<file path="config.mk">
export PLATFORM = sky130hd
export DESIGN_NAME = video_sync_receiver_640x480
export DESIGN_NICKNAME = d
export VERILOG_FILES = /design/src/rtl/video_timing_pkg.sv /design/src/rtl/video_sync_receiver_640x480_edge.sv /design/src/rtl/video_sync_receiver_640x480.sv
export SDC_FILE = /design/constraint.sdc
export NUM_CORES = 1
export LEC_CHECK = 0
export CORE_ASPECT_RATIO = 1.4
export CORE_MARGIN = 2
export CORE_UTILIZATION = 47
export DETAILED_ROUTE_END_ITERATION = 8
export MAX_ROUTING_LAYER = met4
export PLACE_DENSITY = 0.7
export SLEW_MARGIN = 30
export SYNTH_ARGS = -nofsm -noshare
export SYNTH_HDL_FRONTEND = slang
export SYNTH_SLANG_ARGS = --single-unit
</file>
<file path="constraint.sdc">
create_clock -name i_clk -period 2.6 [get_ports i_clk]
set_input_delay 0.52 -clock i_clk [delete_from_list [all_inputs] [get_ports i_clk]]
set_output_delay 0.52 -clock i_clk [all_outputs]
set_load 0.02 [all_outputs]
</file>
<file path="src/rtl/video_timing_pkg.sv">
// Shared 640x480@60 timing constants, receiver lock states and a tolerance helper
// for the VGA sync receiver.
package video_timing_pkg;

  localparam int VGA_H_ACTIVE    = 640;
  localparam int VGA_H_SYNC      = 96;
  localparam int VGA_H_BACK      = 48;
  localparam int VGA_H_TOTAL     = 800;
  localparam int VGA_V_ACTIVE    = 480;
  localparam int VGA_V_SYNC      = 2;
  localparam int VGA_V_BACK      = 33;
  localparam int VGA_V_TOTAL     = 525;
  localparam int VGA_HA_STA      = VGA_H_SYNC + VGA_H_BACK;
  localparam int VGA_VA_STA      = VGA_V_SYNC + VGA_V_BACK;
  localparam int VGA_TOL         = 2;
  localparam int VGA_LOCK_FRAMES = 2;

  typedef enum logic [1:0] {
    SEARCH,
    TRACK,
    LOCKED
  } rx_state_t;

  // Measured lengths are one bit wider than the counters so a saturated
  // count plus one can never wrap back into the tolerance band.
  function automatic logic in_tol(input logic [11:0] meas, input int nom, input int tol);
    return (int'(meas) >= nom - tol) && (int'(meas) <= nom + tol);
  endfunction

endpackage

</file>
<file path="src/rtl/video_sync_receiver_640x480_edge.sv">
// Strobe-qualified falling-edge detector for an active-low sync input; the
// previous-level register only advances on pixel strobes.
module sync_edge_detect (
  input  logic clk,
  input  logic srst,
  input  logic stb,
  input  logic sync_n,
  output logic fall
);

  logic prev_reg;

  always_ff @(posedge clk) begin
    if (srst) begin
      prev_reg <= 1'b1;
    end else if (stb) begin
      prev_reg <= sync_n;
    end
  end

  assign fall = stb & prev_reg & ~sync_n;

endmodule

</file>
<file path="src/rtl/video_sync_receiver_640x480.sv">
// VGA sync receiver: recovers pixel position from HS/VS, checks line/frame
// geometry and tracks lock. Define VIDEO_RX_STATS_EN to add measurement outputs.
module video_sync_receiver_640x480
  import video_timing_pkg::*;
#(
  parameter int H_ACTIVE    = VGA_H_ACTIVE,
  parameter int H_SYNC      = VGA_H_SYNC,
  parameter int H_BACK      = VGA_H_BACK,
  parameter int H_TOTAL     = VGA_H_TOTAL,
  parameter int V_ACTIVE    = VGA_V_ACTIVE,
  parameter int V_SYNC      = VGA_V_SYNC,
  parameter int V_BACK      = VGA_V_BACK,
  parameter int V_TOTAL     = VGA_V_TOTAL,
  parameter int TOL         = VGA_TOL,
  parameter int LOCK_FRAMES = VGA_LOCK_FRAMES
) (
  input  logic        i_clk,
  input  logic        i_rst,
  input  logic        i_pix_stb,
  input  logic        i_hs,
  input  logic        i_vs,
  output logic        o_locked,
  output logic        o_active,
  output logic [9:0]  o_x,
  output logic [9:0]  o_y,
  output logic        o_frame_start,
  output logic        o_err
`ifdef VIDEO_RX_STATS_EN
  ,
  output logic [10:0] o_line_len,
  output logic [10:0] o_frame_lines,
  output logic [7:0]  o_err_cnt
`endif
);

  localparam logic [10:0] HA_STA  = 11'(H_SYNC + H_BACK);
  localparam logic [10:0] HA_END  = 11'(H_SYNC + H_BACK + H_ACTIVE - 1);
  localparam logic [10:0] VA_STA  = 11'(V_SYNC + V_BACK);
  localparam logic [10:0] VA_END  = 11'(V_SYNC + V_BACK + V_ACTIVE - 1);
  localparam logic [10:0] H_TMO   = 11'(H_TOTAL + TOL + 1);
  localparam logic [10:0] V_TMO   = 11'(V_TOTAL + TOL + 1);
  localparam logic [10:0] CNT_MAX = 11'h7FF;
  localparam logic [3:0]  LOCK_N  = 4'(LOCK_FRAMES);

  rx_state_t   state_reg;
  logic [10:0] h_cnt_reg;
  logic [10:0] v_cnt_reg;
  logic [10:0] h_cnt_next;
  logic [10:0] v_cnt_next;
  logic        vs_pend_reg;
  logic [3:0]  good_cnt_reg;

  logic [1:0]  sync_n;
  logic [1:0]  sync_fall;
  logic        hs_fall;
  logic        vs_fall;
  logic        frame_evt;
  logic [11:0] line_len;
  logic [11:0] frame_lines;
  logic        line_ok;
  logic        frame_ok;
  logic        h_tmo;
  logic        v_tmo;
  logic        lock_loss;
  logic        in_win;

  // Bit 0 is HS, bit 1 is VS.
  assign sync_n = {i_vs, i_hs};

  for (genvar gi = 0; gi < 2; gi++) begin : g_edge
    sync_edge_detect u_edge (
      .clk    (i_clk),
      .srst   (i_rst),
      .stb    (i_pix_stb),
      .sync_n (sync_n[gi]),
      .fall   (sync_fall[gi])
    );
  end

  assign hs_fall = sync_fall[0];
  assign vs_fall = sync_fall[1];

  always_comb begin
    line_len    = {1'b0, h_cnt_reg} + 12'd1;
    frame_lines = {1'b0, v_cnt_reg} + 12'd1;
    // A VS edge only takes effect at the line boundary that follows it.
    frame_evt   = hs_fall & (vs_pend_reg | vs_fall);

    if (hs_fall) begin
      h_cnt_next = '0;
    end else if (h_cnt_reg == CNT_MAX) begin
      h_cnt_next = CNT_MAX;
    end else begin
      h_cnt_next = h_cnt_reg + 11'd1;
    end

    if (frame_evt) begin
      v_cnt_next = '0;
    end else if (hs_fall && (v_cnt_reg != CNT_MAX)) begin
      v_cnt_next = v_cnt_reg + 11'd1;
    end else begin
      v_cnt_next = v_cnt_reg;
    end

    line_ok   = in_tol(line_len, H_TOTAL, TOL);
    frame_ok  = in_tol(frame_lines, V_TOTAL, TOL);
    h_tmo     = i_pix_stb && !hs_fall && (h_cnt_next == H_TMO);
    v_tmo     = hs_fall && !frame_evt && (v_cnt_next == V_TMO);
    lock_loss = (state_reg == LOCKED) &&
                ((hs_fall && !line_ok) || (frame_evt && !frame_ok) || h_tmo || v_tmo);
    in_win    = (h_cnt_reg >= HA_STA) && (h_cnt_reg <= HA_END) &&
                (v_cnt_reg >= VA_STA) && (v_cnt_reg <= VA_END);
  end

  assign o_locked = (state_reg == LOCKED);

  always_ff @(posedge i_clk) begin
    if (i_rst) begin
      state_reg     <= SEARCH;
      h_cnt_reg     <= '0;
      v_cnt_reg     <= '0;
      vs_pend_reg   <= 1'b0;
      good_cnt_reg  <= '0;
      o_active      <= 1'b0;
      o_x           <= '0;
      o_y           <= '0;
      o_frame_start <= 1'b0;
      o_err         <= 1'b0;
    end else begin
      o_frame_start <= 1'b0;
      o_err         <= 1'b0;
      if (i_pix_stb) begin
        h_cnt_reg <= h_cnt_next;
        v_cnt_reg <= v_cnt_next;
        if (frame_evt) begin
          vs_pend_reg <= 1'b0;
        end else if (vs_fall) begin
          vs_pend_reg <= 1'b1;
        end

        o_active <= in_win && (state_reg == LOCKED);
        o_x      <= (in_win && (state_reg == LOCKED)) ? 10'(h_cnt_reg - HA_STA) : '0;
        o_y      <= (in_win && (state_reg == LOCKED)) ? 10'(v_cnt_reg - VA_STA) : '0;

        case (state_reg)
          SEARCH: begin
            if (frame_evt) begin
              state_reg    <= TRACK;
              good_cnt_reg <= '0;
            end
          end
          TRACK: begin
            if (hs_fall && !line_ok) begin
              state_reg <= SEARCH;
            end else if (frame_evt) begin
              if (!frame_ok) begin
                state_reg <= SEARCH;
              end else begin
                good_cnt_reg <= good_cnt_reg + 4'd1;
                if (good_cnt_reg + 4'd1 >= LOCK_N) begin
                  state_reg <= LOCKED;
                end
              end
            end
          end
          LOCKED: begin
            if (lock_loss) begin
              state_reg <= SEARCH;
              o_err     <= 1'b1;
            end else if (frame_evt) begin
              o_frame_start <= 1'b1;
            end
          end
          default: state_reg <= SEARCH;
        endcase
      end
    end
  end

`ifdef VIDEO_RX_STATS_EN
  always_ff @(posedge i_clk) begin
    if (i_rst) begin
      o_line_len    <= '0;
      o_frame_lines <= '0;
      o_err_cnt     <= '0;
    end else begin
      if (hs_fall) begin
        o_line_len <= line_len[11] ? CNT_MAX : line_len[10:0];
      end
      if (frame_evt) begin
        o_frame_lines <= frame_lines[11] ? CNT_MAX : frame_lines[10:0];
      end
      if (lock_loss && (o_err_cnt != 8'hFF)) begin
        o_err_cnt <= o_err_cnt + 8'd1;
      end
    end
  end
`endif

endmodule

</file>
==> metrics.yaml <==
p_switching_uw: 369.7
layout_common_cells: "dfxtp_1, nor2_1, buf_4"
place.gp.congestion: 0.9607
clockPowerShare_pct: 36.9
synth-async-reset-ratio_pct: 0
cpPeakStageDelay_ns: 0.50
gr-total-overflow: 0
cts-root-buf: "clkbuf_8"
cp_max_fo: 3
pwr-share-seq_pct: 54.6
coreArea_um2: 6982
clk_pin_slew_ns: 0.10
fmax_ghz: 0.4030
antennaDiodeCount: 0
hold_class: "reg2reg"
placed_area_um2: 3914
die_w_um: 75.61
hold_buffers: 0
p_per_area_nw_per_um2: 380.7
syn_nets: 446
critPathKind: "in2reg"
ys_seq_area_share_pct: 32.04
setup_tns_ns: 0
worst_pin_slew_ns: 0.6517
required_ns: 2.80
h-tree-depth: 2
grt_max_degree: 24
drtIter0Drc: 244
dieArea_um2: 7883
drc: 0
crit_arrival_ns: 2.68
layout_worst_path_cycle_share_pct: 95.43
cts_tree: "yes"
power_uw: 1544
yosys_warnings: 0
ys_seq_elements: 54
hpwl_mm: 6.854
cts_setup_buffers: 0
die_h_um: 104.3
synth_cell_types: 66
start_util_pct: 48.33
cpLargestDelayFamily: "simple AND/OR/NAND/NOR gates"
synthCells: 430
io_buffers: 28
path_buf_inv: 1
rsz0062_at_grt: "no"
drv_slew: 0
max_cap_viol_count: 0
peakVddDrop_uv: 247.4
grt_util_all_layers_pct: 24.55
ys_dominant_reg_cell: "dfxtp_1"
synth-edff-count: 0
ant_nets: 0
outcome: "finished clean"
clock_sinks: 54
comb_power_share_pct: 8.5
cp_cell_sequence: "clkdlybuf4s50_1, nand3b_2, or4_1, a21oi_1, o21ai_0, nor4_1, a211oi_2, and4_1"
swShare_pct: 23.94
synth.avg_cell_area_um2: 7.848
grt_pass1_wl_mm: 15.00
finalClockSkew_ns: 0.01399
grt_pass1_vias: 3179
area_growth_pct: 20.21
synth_area_um2: 3374
setup_viol: 0
cts_buffer_depth: 2
clkLatencyLatePin_ns: 0.31
cts_buffers: 5
p_int_uw: 1174
end_kind: "register"
p_leak_uw: 0.001409
antenna_found_initial: 0
wl_per_cell_um: 16.20
ioPinCount: 29
relSlewSlack_pct: 56.26
finalHoldViolCount: 0
viasPerCell: 5.881
cts_resized: 0
totalWireLength_mm: 9.151
drtPass1Iterations: 6
fillerInstances: 664
final_area_um2: 4056
fin_nets: 485
post-route-min-period_ns: 2.481
vias: 3323
worst_path_max_delay_cell: "or4_1"
drive_above_1_share_pct: 13.19
mostFrequentLayoutCell: "dfxtp_1"
num_rows: 36
crit_path_start_kind: "input pin"
## final timing paths
kind	endpoint	startpoint	cells after the start	slack [ns]
max	o_frame_start	i_hs	8	0.12
min	o_y[0]	o_y[0]	2	0.47
max reg2reg	o_frame_start	h_cnt_reg[0]	8	0.13
min reg2reg	o_y[0]	o_y[0]	2	0.47
## Yosys cell counts (all sizes together), types with 2 or more instances
master / number / area (µm²)
o31ai: 3 / 22.52
nand4b: 3 / 26.28
and2: 2 / 15.02
a32oi: 2 / 17.52
nor3: 13 / 70.07
a21boi: 2 / 15.01
nand3b: 5 / 41.29
dfxtp: 54 / 1081
nor4b: 3 / 26.28
a21oi: 31 / 158.9
and3: 3 / 18.77
a22oi: 19 / 142.6
or3: 4 / 25.02
a211oi: 9 / 72.57
nand2: 33 / 123.9
buf: 14 / 82.58
a31oi: 4 / 25.02
a311oi: 2 / 17.52
nand4: 6 / 37.54
and4: 7 / 65.06
a21o: 2 / 16.27
o211ai: 2 / 15.01
nor2: 49 / 183.9
o311ai: 2 / 25.03
o21ai: 22 / 110.1
nand2b: 10 / 62.56
ha: 11 / 137.6
a211o: 3 / 26.28
nor4: 4 / 25.02
inv: 12 / 45.04
nor2b: 9 / 56.30
a41oi: 5 / 43.79
xnor2: 12 / 105.1
o2bb2ai: 2 / 17.52
or4: 4 / 30.03
clkbuf: 20 / 75.07
xor2: 11 / 96.34
nand3: 16 / 80.08
## worst min-delay path, stage by stage, from the launching register on
cell	delay [ns]
dfxtp_1	0.32
nand2_1	0.06
a21oi_1	0.05
## routing by layer
layer,GRT usage (%),vias up,part of all wire [%]
met1,28.50,1588,41
met3,3.585,19,3.3
li1,-,1638,-
met2,41.30,78,53
met5,-,-,0
met4,9.649,0,2.6
## power by group through the flow
| stage | Combinational [µW] | Clock [µW] | Sequential, µW |
|---|---|---|---|
| final | 132 | 569 | 843 |
| after global placement | 128 | 0 | 861 |
| after floorplan | 76.3 | 0 | 861 |
| after global routing | 143 | 614 | 845 |
| after CTS | 130 | 586 | 843 |
| after detailed placement | 128 | 0 | 862 |
## cells by family (layout without fill, tap and decap cells)
kind of cell,after synthesis,after routing,share of synthesized area (%)
and+or+nand+nor,173,173,26.73
AOI/OAI and AO/OA,122,122,24.88
DFF,54,54,32.04
buffers and inverters,46,86,6.007
xor gates and xnor gates,23,23,5.970
adders and majority gates,11,11,4.079
muxes,1,1,0.2966
## per-stage QoR
stage               utilization (%)  setup slack, ns  cells  hold WS, ns
floorplan                         -           0.1959    430       0.4772
global placement              56.06          -0.1766    557       0.4565
detailed placement            56.06          -0.2162    557       0.4577
CTS                           57.63          0.04200    565       0.4728
global route                  58.10          0.01372    565       0.4941
finish                        58.10           0.1189    565       0.4700
## area by class of cell
type / instances / area (µm²) / share of cell area [%]
clock buffers: 6 / 72.57 / 1.789
clock inverters: 2 / 37.54 / 0.9254
inverters: 12 / 45.04 / 1.110
multi-input cells: 330 / 2120 / 52.25
flip-flops and latches: 54 / 1085 / 26.74
well taps: 95 / 118.9 / 2.930
repair buffers: 66 / 578.1 / 14.25
Power figures use the tool's default switching activity.
